==> src/rtl/cp0_exception_unit_if.sv <==
// CP0 pipeline-side bundle: M-stage exception inputs, mtc0/mfc0 access, interrupt lines.
// Latency: carries no state; req and cp0_rdata are combinational from the slave side.
// Backpressure: none, a taken req is acted on by the pipeline in the same cycle.
interface cp0_exception_unit_if #(
  parameter int IM_WIDTH = 6
);
  logic                en;
  logic [4:0]          cp0_addr;
  logic [31:0]         cp0_wdata;
  logic [31:0]         cp0_rdata;
  logic [31:0]         vpc;
  logic                BD_in;
  logic [4:0]          exc_code_in;
  logic [IM_WIDTH-1:0] hw_int;
  logic                exl_clr;
  logic                req;
  logic [31:0]         epc_out;

  // Pipeline / interrupt-controller side drives the M-stage state.
  modport master (
    output en, cp0_addr, cp0_wdata, vpc, BD_in, exc_code_in, hw_int, exl_clr,
    input  cp0_rdata, req, epc_out
  );

  // CP0 side consumes the M-stage state and reports the flush request.
  modport slave (
    input  en, cp0_addr, cp0_wdata, vpc, BD_in, exc_code_in, hw_int, exl_clr,
    output cp0_rdata, req, epc_out
  );
endinterface

==> src/rtl/cp0_exception_unit.sv <==
// CP0 exception unit: merges M-stage exceptions with hw interrupts, holds SR/Cause/EPC.
// Latency: req and mfc0 reads combinational; interrupts seen 1 cycle after hw_int (registered IP).
// Backpressure: none; a taken req overrides any same-cycle mtc0. Optional timer: CP0_TIMER_EN.
module cp0_exception_unit #(
  parameter logic [4:0] NO_EXC   = 5'd31,
  parameter int         IM_WIDTH = 6
) (
  input  logic                 clk,
  input  logic                 reset,
  cp0_exception_unit_if.slave  bus
);

  localparam logic [4:0] ADDR_COUNT   = 5'd9;
  localparam logic [4:0] ADDR_COMPARE = 5'd11;
  localparam logic [4:0] ADDR_SR      = 5'd12;
  localparam logic [4:0] ADDR_CAUSE   = 5'd13;
  localparam logic [4:0] ADDR_EPC     = 5'd14;

  // Architectural state
  logic [IM_WIDTH-1:0] sr_im_q,    sr_im_d;
  logic                sr_exl_q,   sr_exl_d;
  logic                sr_ie_q,    sr_ie_d;
  logic                cause_bd_q, cause_bd_d;
  logic [IM_WIDTH-1:0] cause_ip_q, cause_ip_d;
  logic [4:0]          cause_exc_q, cause_exc_d;
  logic [31:0]         epc_q,      epc_d;

  logic [IM_WIDTH-1:0] hw_int_eff;
  logic                int_pend;
  logic                exc_pend;
  logic                take;
  logic                wr_sr;
  logic                wr_epc;
  logic [31:0]         sr_val;
  logic [31:0]         cause_val;

`ifdef CP0_TIMER_EN
  logic [31:0] count_q,   count_d;
  logic [31:0] compare_q, compare_d;
  logic        ti_q,      ti_d;
  logic        wr_count;
  logic        wr_compare;
`endif

  // Pending conditions; EXL masks both sources so nested events are ignored.
  always_comb begin
    int_pend = (|(cause_ip_q & sr_im_q)) & sr_ie_q & ~sr_exl_q;
    exc_pend = (bus.exc_code_in != NO_EXC) & ~sr_exl_q;
    take     = ~reset & (int_pend | exc_pend);
  end

  assign bus.req     = take;
  assign bus.epc_out = epc_q;

  // mtc0 strobes; a taken exception discards any same-cycle write.
  always_comb begin
    wr_sr  = bus.en & ~take & (bus.cp0_addr == ADDR_SR);
    wr_epc = bus.en & ~take & (bus.cp0_addr == ADDR_EPC);
  end

`ifdef CP0_TIMER_EN
  // Timer strobes and next state: Count free-runs unless written, TI is sticky until Compare is written.
  always_comb begin
    wr_count   = bus.en & ~take & (bus.cp0_addr == ADDR_COUNT);
    wr_compare = bus.en & ~take & (bus.cp0_addr == ADDR_COMPARE);
    count_d    = wr_count   ? bus.cp0_wdata : (count_q + 32'd1);
    compare_d  = wr_compare ? bus.cp0_wdata : compare_q;
    if (wr_compare) begin
      ti_d = 1'b0;
    end else begin
      ti_d = ti_q | ((count_q == compare_q) && (compare_q != 32'd0));
    end
  end

  // Timer interrupt rides on the top interrupt line ahead of the IP register.
  always_comb begin
    hw_int_eff               = bus.hw_int;
    hw_int_eff[IM_WIDTH-1]   = bus.hw_int[IM_WIDTH-1] | ti_q;
  end
`else
  // No timer: interrupt lines feed IP directly.
  always_comb begin
    hw_int_eff = bus.hw_int;
  end
`endif

  // Next-state for SR/Cause/EPC: exception entry outranks mtc0 and eret.
  always_comb begin
    sr_im_d     = sr_im_q;
    sr_exl_d    = sr_exl_q;
    sr_ie_d     = sr_ie_q;
    cause_bd_d  = cause_bd_q;
    cause_ip_d  = hw_int_eff;
    cause_exc_d = cause_exc_q;
    epc_d       = epc_q;
    if (take) begin
      sr_exl_d    = 1'b1;
      cause_exc_d = int_pend ? 5'd0 : bus.exc_code_in;
      cause_bd_d  = bus.BD_in;
      epc_d       = bus.BD_in ? (bus.vpc - 32'd4) : bus.vpc;
    end else begin
      if (wr_sr) begin
        sr_im_d  = bus.cp0_wdata[10 +: IM_WIDTH];
        sr_exl_d = bus.cp0_wdata[1];
        sr_ie_d  = bus.cp0_wdata[0];
      end
      if (wr_epc) begin
        epc_d = bus.cp0_wdata;
      end
      // eret lands after any same-cycle SR write so EXL always ends up clear.
      if (bus.exl_clr) begin
        sr_exl_d = 1'b0;
      end
    end
  end

  // State registers with synchronous reset.
  always_ff @(posedge clk) begin
    if (reset) begin
      sr_im_q     <= '0;
      sr_exl_q    <= 1'b0;
      sr_ie_q     <= 1'b0;
      cause_bd_q  <= 1'b0;
      cause_ip_q  <= '0;
      cause_exc_q <= 5'd0;
      epc_q       <= 32'd0;
    end else begin
      sr_im_q     <= sr_im_d;
      sr_exl_q    <= sr_exl_d;
      sr_ie_q     <= sr_ie_d;
      cause_bd_q  <= cause_bd_d;
      cause_ip_q  <= cause_ip_d;
      cause_exc_q <= cause_exc_d;
      epc_q       <= epc_d;
    end
  end

`ifdef CP0_TIMER_EN
  // Timer registers with synchronous reset.
  always_ff @(posedge clk) begin
    if (reset) begin
      count_q   <= 32'd0;
      compare_q <= 32'd0;
      ti_q      <= 1'b0;
    end else begin
      count_q   <= count_d;
      compare_q <= compare_d;
      ti_q      <= ti_d;
    end
  end
`endif

  // Architectural views of SR and Cause; unlisted bits read as zero.
  always_comb begin
    sr_val                    = 32'd0;
    sr_val[10 +: IM_WIDTH]    = sr_im_q;
    sr_val[1]                 = sr_exl_q;
    sr_val[0]                 = sr_ie_q;
    cause_val                 = 32'd0;
    cause_val[31]             = cause_bd_q;
    cause_val[10 +: IM_WIDTH] = cause_ip_q;
    cause_val[6:2]            = cause_exc_q;
  end

  // mfc0 read mux: pre-edge register values, no bypass of a same-cycle write.
  always_comb begin
    bus.cp0_rdata = 32'd0;
    case (bus.cp0_addr)
      ADDR_SR:      bus.cp0_rdata = sr_val;
      ADDR_CAUSE:   bus.cp0_rdata = cause_val;
      ADDR_EPC:     bus.cp0_rdata = epc_q;
`ifdef CP0_TIMER_EN
      ADDR_COUNT:   bus.cp0_rdata = count_q;
      ADDR_COMPARE: bus.cp0_rdata = compare_q;
`endif
      default:      bus.cp0_rdata = 32'd0;
    endcase
  end

endmodule

==> src/flat_wrapper.sv <==
// flat-port wrapper written by rule: the top's interface ports become plain ports
module cp0_exception_unit_flat 
#(
  parameter logic [4:0] NO_EXC   = 5'd31,
  parameter int         IM_WIDTH = 6
)
  (clk, reset, bus_en, bus_cp0_addr, bus_cp0_wdata, bus_vpc, bus_BD_in, bus_exc_code_in, bus_hw_int, bus_exl_clr, bus_cp0_rdata, bus_req, bus_epc_out);
  cp0_exception_unit_if #(.IM_WIDTH(IM_WIDTH)) bus_i ();
  input  logic clk;
  input  logic reset;
  input wire logic [$bits(bus_i.en)-1:0] bus_en;
  input wire logic [$bits(bus_i.cp0_addr)-1:0] bus_cp0_addr;
  input wire logic [$bits(bus_i.cp0_wdata)-1:0] bus_cp0_wdata;
  input wire logic [$bits(bus_i.vpc)-1:0] bus_vpc;
  input wire logic [$bits(bus_i.BD_in)-1:0] bus_BD_in;
  input wire logic [$bits(bus_i.exc_code_in)-1:0] bus_exc_code_in;
  input wire logic [$bits(bus_i.hw_int)-1:0] bus_hw_int;
  input wire logic [$bits(bus_i.exl_clr)-1:0] bus_exl_clr;
  output wire logic [$bits(bus_i.cp0_rdata)-1:0] bus_cp0_rdata;
  output wire logic [$bits(bus_i.req)-1:0] bus_req;
  output wire logic [$bits(bus_i.epc_out)-1:0] bus_epc_out;
  assign bus_i.en = bus_en;
  assign bus_i.cp0_addr = bus_cp0_addr;
  assign bus_i.cp0_wdata = bus_cp0_wdata;
  assign bus_i.vpc = bus_vpc;
  assign bus_i.BD_in = bus_BD_in;
  assign bus_i.exc_code_in = bus_exc_code_in;
  assign bus_i.hw_int = bus_hw_int;
  assign bus_i.exl_clr = bus_exl_clr;
  assign bus_cp0_rdata = bus_i.cp0_rdata;
  assign bus_req = bus_i.req;
  assign bus_epc_out = bus_i.epc_out;
  cp0_exception_unit #(.NO_EXC(NO_EXC), .IM_WIDTH(IM_WIDTH)) u_core (.clk(clk), .reset(reset), .bus(bus_i));
endmodule
==> config.mk <==
export PLATFORM = sky130hd
export DESIGN_NAME = cp0_exception_unit_flat
export DESIGN_NICKNAME = d
export VERILOG_FILES = /design/src/rtl/cp0_exception_unit_if.sv /design/src/rtl/cp0_exception_unit.sv /design/src/flat_wrapper.sv
export SDC_FILE = /design/constraint.sdc
export NUM_CORES = 1
export LEC_CHECK = 0
export CAP_MARGIN = 20
export CORE_ASPECT_RATIO = 0.5
export CORE_UTILIZATION = 35
export DETAILED_ROUTE_END_ITERATION = 6
export PLACE_DENSITY = 0.69
export SLEW_MARGIN = 5
export SYNTH_ARGS = -nofsm -noshare
export SYNTH_HDL_FRONTEND = slang
export SYNTH_SLANG_ARGS = --single-unit
==> constraint.sdc <==
create_clock -name clk -period 2.3 [get_ports clk]
set_input_delay 0.345 -clock clk [delete_from_list [all_inputs] [get_ports clk]]
set_output_delay 0.345 -clock clk [all_outputs]
set_load 0.01 [all_outputs]
==> impl_metrics.csv <==
group,metric,value,unit
place,globalplace.congestion,0.8064,
worst_setup_path,required,1.96,ns
synthesis,synth_nets,489,
worst_setup_path,crit_end,"bus_cp0_rdata[10]",
final_layout,area_growth,65.51,%
worst_setup_path,cp.arrival,1.92,ns
worst_setup_path,reg2reg_from,"u_core.sr_im_q[3]",
sta,finalHoldViolCount,0,
min_path,hp-class,"flip-flop to flip-flop",
drt,first_pass_iters,4,
clock_network,h-tree-depth,2,
place,place_ws,-0.2360,ns
drt,ant_nets,0,
worst_setup_path,r2r_cells,5,
sta,min_period,2.269,ns
sta,fmax,440.6,MHz
final_layout,fill_cells,782,
drt,route.detailed.drc,0,
worst_setup_path,path_class,"input port to output port",
synthesis,yosysUniqueCellTypes,48,
clock_network,cts_sinks,52,
drt,routed-via-count,3931,
synthesis,ys_seq_area_share,30.83,%
die,core-area,9039,um^2
pwr,power,2.439,mW
place,portBuffers,149,
clock_network,cts_buffers,5,
die,fp.dieH,71.46,um
synthesis,synth_area_leaders,"dfxtp_1 (31%), a2111oi_0 (7.8%), and3_1 (5.9%)",
die,rows,24,
synthesis,syn_area,3377,um^2
die,die_w,140.9,um
sta,slew-limit-headroom,49.34,%
clock_network,ctsHoldBuffers,0,
pwr,p_per_area,436.5,nW/um^2
synthesis,synth_edf_count,0,
synthesis,synth_ff_type,"dfxtp_1",
drt,drt_wl_total,12410,um
die,ioPinCount,150,
drt,drt_iter0_drc,239,
die,start_util,37.36,%
sta,rsz0062_at_grt,"true",
global_route,track_usage,24.59,%
worst_setup_path,startpoint_type,"input port",
place,dp_hpwl,9256,um
pwr,peakVddDrop,294.7,uV
sta,skew,0.003381,ns
run,maxCapViolations,0,
global_route,grt_pass1_vias,3654,
worst_setup_path,startpoint,"bus_cp0_addr[4]",
sta,finalSetupTns,0,ns
synthesis,syn_avg_cell_area,8.380,um^2
clock_network,clock_path_buffers,2,
sta,setup_slack,0.03050,ns
synthesis,yosys_warnings,0,
synthesis,async_reset_ff_share,0,%
synthesis,synth_most_common_cell,"dfxtp_1",
clock_network,cts_root_buffer,"clkbuf_16",
synthesis,synth_common_cells,"dfxtp_1 (52), clkbuf_1 (35), and3_1 (32)",
clock_network,clk_pin_slew,0.07,ns
worst_setup_path,r2r_setup_slack,0.32,ns
global_route,antenna_found_initial,0,
global_route,overflow,0,
synthesis,synth_seq_cells,52,
drt,post_drt_wl_per_cell,17.26,um
final_layout,nNetsFinal,674,
global_route,grt_max_degree,56,
final_layout,n_antenna_cell,0,
sta,worst_pin_slew,0.7557,ns
outcome,outcome,"completed",
clock_network,cts_tree,"built",
worst_setup_path,endpoint_kind,"output port",
synthesis,synth_top_area_share,30.83,%
worst_setup_path,crit_fanout,14,
sta,setup_viol,0,
synthesis,post-synth-top-area-cell,"dfxtp_1",
synthesis,netlist_instances,403,
sta,post-route-period-util,98.67,%
worst_setup_path,r2r-end,"u_core.sr_ie_q",
die,die_area,10070,um^2
clock_network,clock_latency,0.30,ns
pwr,total_leakage_power,2.426,nW
drt,drt-vias-per-instance,5.467,
final_layout,drive_above_1_share,16.98,%
final_layout,fin_util,61.84,%
global_route,grt_pass1_wl,19420,um
sta,finalMaxSlewViolations,0,
## layout make-up
type	count	area [um^2]	share of cell area, %
Clock buffer	5	125.1	2.239
Clock inverter	3	21.27	0.3806
Inverter	5	18.77	0.3358
Multi-Input combinational cell	307	2203	39.42
Sequential cell	52	1041	18.63
Tap cell	130	162.7	2.910
Timing Repair Buffer	217	2017	36.09
## worst max-delay path, cell delays in order
cell	delay, ns
clkdlybuf4s50_1	0.41
nand3b_1	0.18
buf_4	0.16
nor2b_4	0.16
buf_12	0.15
buf_4	0.14
nand2_1	0.05
o21ai_0	0.07
clkdlybuf4s15_1	0.26
## flip-flops by register name, summed over array words and instances (netlist names)
register            cells
u_core.sr_exl_q         1
u_core.cause_bd_q       1
u_core.sr_ie_q          1
u_core.sr_im_q          6
u_core.cause_exc_q      5
u_core.cause_ip_q       6
u_core.bus.epc_out     32
## cell usage in the layout (no fill, tap or decap), drive strengths merged, types with 9 or more instances in the layout
cell type	count
o21ai	13
xor2	9
nand2b	16
dlymetal6s2s	16
a21oi	9
and2	19
dlygate4sd2	11
a211oi	12
and3	32
dfxtp	52
buf	70
nor2	13
a2111oi	30
clkbuf	10
clkdlybuf4s50	114
or4	10
mux2i	13
nand2	29
a311oi	21
## metal layers
layer  global-route usage, %  routed length (um)
met1                   34.05                5971
met2                   40.30                5684
met3                   3.810                 582
met4                   6.280                 170
met5                       0                   0
## repair_timing
| item | in CTS | in global routing |
|---|---|---|
| pin swaps | 1 | 2 |
| endpoints found under the setup margin | 33 | 32 |
| hold endpoints to repair | 0 | 0 |
| gates resized for setup | 22 | 40 |
| setup buffers | 0 | 6 |
## cells by family (layout without fill, tap and decap cells)
family | Yosys count | in the layout | share of synthesized area, %
fa+ha+maj | 1 | 1 | 0.3704
buf+inv | 44 | 230 | 5.224
mux | 13 | 13 | 3.853
flops | 52 | 52 | 30.83
xor+xnor | 11 | 11 | 2.853
compound gates | 114 | 114 | 26.20
simple gates | 168 | 168 | 30.68
## power by group
group	switching (mW)	internal, mW
clock network	0.377	0.407
registers	0.0559	0.969
logic	0.268	0.363
## how the worst min path moves through the flow
stage / start / cells after the start / endpoint / slack (ns)
floorplan: u_core.cause_exc_q[0] / 2 / u_core.cause_exc_q[0] / 0.44
global placement: u_core.cause_exc_q[3] / 2 / u_core.cause_exc_q[3] / 0.46
detailed placement: u_core.cause_exc_q[3] / 2 / u_core.cause_exc_q[3] / 0.45
CTS: u_core.cause_exc_q[3] / 2 / u_core.cause_exc_q[3] / 0.47
global route: u_core.cause_exc_q[2] / 2 / u_core.cause_exc_q[2] / 0.50
finish: u_core.cause_exc_q[3] / 2 / u_core.cause_exc_q[3] / 0.48
## metrics by stage
stage,hold WS (ns),instance area [um^2],instances
2_1_floorplan,0.4360,3377,403
3_3_place_gp,0.4596,5363,705
3_5_place_dp,0.4509,5363,705
4_1_cts,0.4714,5502,713
5_1_grt,0.5023,5589,719
6_report,0.4752,5589,719
No activity file was read; power rests on OpenSTA's default activity.
